### src/rtl/muldiv_seq.sv
// ---------------------------------------------------------------------------
// muldiv_seq : sequential signed multiply / restoring divide, one bit per clk
// Rev 1.0
// ---------------------------------------------------------------------------
`default_nettype none

module muldiv_seq #(
  parameter int WIDTH = 16
) (
  input  logic             clk,
  input  logic             rst,
  input  logic             start_i,
  input  logic             op_i,
  input  logic [WIDTH-1:0] a_i,
  input  logic [WIDTH-1:0] b_i,
  input  logic             abort_i,
  output logic             stall_o,
  output logic             done_o,
  output logic [WIDTH-1:0] result_lo_o,
  output logic [WIDTH-1:0] result_hi_o,
  output logic             div0_o,
  output logic             overflow_o
);

  localparam int CW = $clog2(WIDTH + 1);

  typedef enum logic [1:0] {
    S_IDLE = 2'd0,
    S_RUN  = 2'd1,
    S_FIX  = 2'd2,
    S_DONE = 2'd3
  } state_t;

  state_t           state_q;
  logic [CW-1:0]    cnt_q;
  logic             op_q;
  logic [WIDTH-1:0] a_q, b_q;
  logic [WIDTH-1:0] hi_q, lo_q;
  logic             stall_q, done_q, div0_q, ovf_q;
  logic [WIDTH-1:0] res_lo_q, res_hi_q;

  logic [WIDTH-1:0]   a_mag_d, b_mag_d;
  logic [WIDTH:0]     sum_d, trial_d;
  logic               ge_d;
  logic [WIDTH-1:0]   step_hi_d, step_lo_d;
  logic [2*WIDTH-1:0] prod_d;
  logic               neg_d;
  logic [WIDTH-1:0]   fix_lo_d, fix_hi_d;
  logic               fix_ovf_d;

  // The datapath works on magnitudes; signs are restored in FIX.
  always_comb begin
    a_mag_d   = a_i[WIDTH-1] ? -a_i : a_i;
    b_mag_d   = b_q[WIDTH-1] ? -b_q : b_q;
    sum_d     = {1'b0, hi_q} + (lo_q[0] ? {1'b0, b_mag_d} : '0);
    trial_d   = {hi_q, lo_q[WIDTH-1]};
    ge_d      = trial_d >= {1'b0, b_mag_d};
    step_hi_d = '0;
    step_lo_d = '0;
    if (op_q) begin
      step_hi_d = ge_d ? (trial_d[WIDTH-1:0] - b_mag_d) : trial_d[WIDTH-1:0];
      step_lo_d = {lo_q[WIDTH-2:0], ge_d};
    end else begin
      step_hi_d = sum_d[WIDTH:1];
      step_lo_d = {sum_d[0], lo_q[WIDTH-1:1]};
    end
  end

  always_comb begin
    neg_d     = a_q[WIDTH-1] ^ b_q[WIDTH-1];
    prod_d    = neg_d ? -{hi_q, lo_q} : {hi_q, lo_q};
    fix_lo_d  = '0;
    fix_hi_d  = '0;
    fix_ovf_d = 1'b0;
    if (op_q) begin
      fix_lo_d  = neg_d ? -lo_q : lo_q;
      fix_hi_d  = a_q[WIDTH-1] ? -hi_q : hi_q;
      fix_ovf_d = (a_q == {1'b1, {(WIDTH-1){1'b0}}}) && (b_q == '1);
    end else begin
      fix_lo_d  = prod_d[WIDTH-1:0];
      fix_hi_d  = prod_d[2*WIDTH-1:WIDTH];
      fix_ovf_d = prod_d[2*WIDTH-1:WIDTH] != {WIDTH{prod_d[WIDTH-1]}};
    end
  end

  always_ff @(posedge clk or posedge rst) begin
    if (rst) begin
      state_q  <= S_IDLE;
      cnt_q    <= '0;
      op_q     <= 1'b0;
      a_q      <= '0;
      b_q      <= '0;
      hi_q     <= '0;
      lo_q     <= '0;
      stall_q  <= 1'b0;
      done_q   <= 1'b0;
      div0_q   <= 1'b0;
      ovf_q    <= 1'b0;
      res_lo_q <= '0;
      res_hi_q <= '0;
    end else begin
      done_q <= 1'b0;
      case (state_q)
        S_IDLE: begin
          if (start_i && !abort_i) begin
            a_q    <= a_i;
            b_q    <= b_i;
            op_q   <= op_i;
            cnt_q  <= '0;
            hi_q   <= '0;
            lo_q   <= a_mag_d;
            ovf_q  <= 1'b0;
            if (op_i && (b_i == '0)) begin
              res_lo_q <= '0;
              res_hi_q <= '0;
              div0_q   <= 1'b1;
              done_q   <= 1'b1;
              state_q  <= S_DONE;
            end else begin
              div0_q   <= 1'b0;
              stall_q  <= 1'b1;
              state_q  <= S_RUN;
            end
          end
        end
        S_RUN: begin
          if (abort_i) begin
            stall_q <= 1'b0;
            state_q <= S_IDLE;
          end else begin
            hi_q  <= step_hi_d;
            lo_q  <= step_lo_d;
            cnt_q <= cnt_q + 1'b1;
            if (cnt_q == CW'(WIDTH - 1)) state_q <= S_FIX;
          end
        end
        S_FIX: begin
          stall_q <= 1'b0;
          if (abort_i) begin
            state_q <= S_IDLE;
          end else begin
            res_lo_q <= fix_lo_d;
            res_hi_q <= fix_hi_d;
            ovf_q    <= fix_ovf_d;
            done_q   <= 1'b1;
            state_q  <= S_DONE;
          end
        end
        default: state_q <= S_IDLE;
      endcase
    end
  end

  assign stall_o     = stall_q;
  assign done_o      = done_q;
  assign result_lo_o = res_lo_q;
  assign result_hi_o = res_hi_q;
  assign div0_o      = div0_q;
  assign overflow_o  = ovf_q;

endmodule

`default_nettype wire

### config.mk
export PLATFORM = sky130hd
export DESIGN_NAME = muldiv_seq
export DESIGN_NICKNAME = d
export VERILOG_FILES = /design/src/rtl/muldiv_seq.sv
export SDC_FILE = /design/constraint.sdc
export NUM_CORES = 1
export LEC_CHECK = 0
export ABC_AREA = 1
export CORE_ASPECT_RATIO = 0.7
export CORE_MARGIN = 2
export CORE_UTILIZATION = 40
export DETAILED_ROUTE_END_ITERATION = 8
export PLACE_DENSITY = 0.57
export SLEW_MARGIN = 20
export SYNTH_ARGS = -nofsm -noshare
export SYNTH_HDL_FRONTEND = slang
export SYNTH_SLANG_ARGS = --single-unit
### constraint.sdc
create_clock -name clk -period 3.85 [get_ports clk]
set_clock_uncertainty 0.05 [all_clocks]
set_input_delay 0.77 -clock clk [delete_from_list [all_inputs] [get_ports clk]]
set_output_delay 0.77 -clock clk [all_outputs]
set_load 0.005 [all_outputs]
==> results by group <==
Routing
  • TritonRoute pass-1 iters: 7
  • Drc violations: 0
  • Initial DRC count: 740
  • Antenna viol nets, final: 0
  • Via-to-Cell Ratio: 5.21
  • Routed WL: 27000 µm
  • Routed length per placed instance: 16.1 µm
  • Via count: 8740

CTS
  • CTS max path bufs: 2
  • Clock slew at reported path FFs: 70 ps
  • CTS Hold Buffers Added: 0
  • Total CTS buffers: 9
  • CTS Sinks: 108
  • Clock Latency Late Sink: 370 ps
  • Root buffer cell: clkbuf_16
  • CTS tree: built
  • Post-CTS Setup Bufs: 0
  • Htree depth: 3

Timing
  • Final Hold Fails: 0
  • Setup violators final: 0
  • Relative slew slack: 0.371
  • Final worst-path cycle share: 0.910
  • Hold WS: 429 ps
  • Slew @ Worst Pin: 938 ps
  • Max Slew Vio Count: 0
  • Highest Clock Rate: 0.286 GHz
  • Clock period minus worst slack: 3500 ps

Cells and area
  • Storage cell area: 2700 µm²
  • Fin nets: 1474
  • Share of post-route cells with drive strength above 1: 0.0551
  • Multi-input gate area: 5410 µm²
  • Fill count: 2278
  • Commonest non-fill, non-tap cells in the layout: nand2_1 (374), inv_1 (139), nor2_1 (136)
  • Fin area: 10100 µm²
  • Diodes inserted: 0
  • Most common cell after layout, fill and taps aside: nand2_1
  • Area delta synth->final: 14.3%

Critical path
  • Worst R2R Path Depth: 17
  • Req. time, crit path: 4030 ps
  • Reg-to-reg critical path endpoint: hi_q[10]
  • Worst setup EP type: flop
  • Critical R2R Launch: b_q[1]
  • Crit path max fanout: 12
  • WS Path Type: reg2reg
  • Setup crit start: b_q[1]
  • CP arrival: 3690 ps
  • Critical Path Sink: hi_q[10]
  • Startpoint types: flop
  • Slack of the worst reg-to-reg path: 350 ps

Logic synthesis
  • Ys Warns: 0
  • Seq/Total Area, Yosys: 0.305
  • Cell taking the most area after synthesis: dfrtp_1
  • Synth Area per Inst: 6.61 µm²
  • Cells after synthesis: 1341
  • Cell Area, Synth: 8870 µm²
  • Number of synthesized register bits: 108
  • Distinct cells, synth: 49
  • Yosys top cell area share: 0.305
  • Post-Syn Nets: 1423
  • Largest cells by area after synthesis: dfrtp_1 (30%), nand2_1 (16%), o21ai_0 (6.9%)

Global routing
  • Vias in the first global route: 8023
  • Grt total ovfl: 0
  • Largest net degree at the start of global routing: 82
  • First-pass GRT wire length: 43900 µm
  • Initial antenna violation count: 0
  • Overall routing resource usage: 0.239

Place
  • Placer Congestion: 0.931
  • Port bufs: 72
  • Area after DPL: 9840 µm²
  • DP Wirelength: 21500 µm

Floorplanning
  • CORE AREA: 21700 µm²
  • IO Pins: 73
  • Rows: 45
  • Initial Util: 0.408
  • Die Span Y: 129 µm
  • Die Area: 23400 µm²
  • Die width: 182 µm

Power
  • PD cells: 969 nW/µm²
  • Leakage: 4.88 nW
  • Max rail drop VDD: 0.350 mV

Run status
  • Status: finished clean

Hold path
  • Worst min path class: reg2reg

Flow run
  • Max-cap viol count: 0
## worst min path at each step
stage	start	to	slack [ps]	cells after the start
after floorplan	a_q[12]	a_q[12]	400	2
after global placement	result_hi_o[11]	result_hi_o[11]	410	2
after detailed placement	result_hi_o[11]	result_hi_o[11]	420	2
after CTS	result_hi_o[11]	result_hi_o[11]	430	2
after global routing	result_hi_o[4]	result_hi_o[4]	460	2
final	result_hi_o[11]	result_hi_o[11]	430	2
## cells in the mapped netlist, drive strengths merged
| cell | count |
|---|---|
| and2 | 2 |
| or4 | 1 |
| buf | 20 |
| o22ai | 6 |
| or2 | 8 |
| o221ai | 4 |
| nor2 | 149 |
| xnor2 | 10 |
| nand3 | 90 |
| fa | 2 |
| clkbuf | 26 |
| ha | 43 |
| a21o | 2 |
| xor2 | 29 |
| inv | 146 |
| a22oi | 2 |
| a31oi | 9 |
| nand3b | 11 |
| a21oi | 84 |
| nor3 | 14 |
| o21ai | 135 |
| o21bai | 1 |
| o211ai | 2 |
| dfrtp | 108 |
| nand4 | 28 |
| a32o | 6 |
| a21boi | 4 |
| nand2 | 378 |
| nor4 | 11 |
| nor3b | 1 |
| o31ai | 8 |
| o21a | 1 |
## critical path: stages (launching register included)
cell	delay, ps
dfrtp_1	410
inv_1	120
ha_1	190
nand4_1	130
nor2_1	140
nand3_1	110
nand2_1	100
o21ai_0	110
xnor2_1	310
ha_1	340
a21oi_1	200
o21ai_0	120
a31oi_2	320
nand2_4	160
nor2_4	280
nand2_1	110
nand3b_1	90
o21ai_0	80
## routing by layer
| layer | vias to the layer above | routed length, µm | track usage |
|---|---|---|---|
| met3 | 25 | 1440 | 0.0391 |
| met2 | 215 | 10400 | 0.339 |
| met5 | - | 0 | 0 |
| met4 | 0 | 342 | 0.0460 |
| met1 | 3978 | 14900 | 0.380 |
| li1 | 4522 | - | - |
## where the power goes
part / internal [W] / switching [W] / total, W / leakage, nW
combinational: 0.00236 / 0.00437 / 0.00673 / 3.36
sequential: 0.00159 / 0.000559 / 0.00215 / 1.38
clock: 0.000496 / 0.000435 / 0.000931 / 0.140
## final cells by class
cell class / instances / area share
Clock inverter: 2 / 0.00160
Sequential cell: 108 / 0.267
Tap cell: 282 / 0.0348
Multi-Input combinational cell: 1041 / 0.534
Inverter: 146 / 0.0543
Timing Repair Buffer: 86 / 0.0815
Clock buffer: 14 / 0.0270
## through the flow
step	worst slack, ps	util	std cells	power (W)	setup TNS, ps
6_report	347	0.466	1679	0.00982	0
5_1_grt	-9.84	0.466	1679	0.0109	-9.84
4_1_cts	251	0.466	1679	0.00974	0
3_5_place_dp	263	0.453	1663	0.00879	0
3_3_place_gp	453	0.453	1663	0.00880	0
2_1_floorplan	184	-	1341	0.00690	0
## repair_timing
action,CTS,global route
resized for setup,0,1
hold endpoints to repair,0,0
setup endpoints to repair,0,7
## registers in the layout, indices dropped and copies added (netlist names), 2 cells and up
name         flops
a_q             16
b_q             16
cnt_q            5
hi_q            16
lo_q            16
result_hi_o     16
result_lo_o     16
state_q          2
## logic make-up (layout without fill, tap and decap cells)
| family | Yosys count | in the layout | share of synthesized area |
|---|---|---|---|
| simple gates | 693 | 693 | 0.342 |
| compound gates | 264 | 264 | 0.164 |
| buf+inv | 192 | 248 | 0.0865 |
| flops | 108 | 108 | 0.305 |
| fa+ha+maj | 45 | 45 | 0.0652 |
| xor+xnor | 39 | 39 | 0.0385 |
No activity file was read; power rests on OpenSTA's default activity.
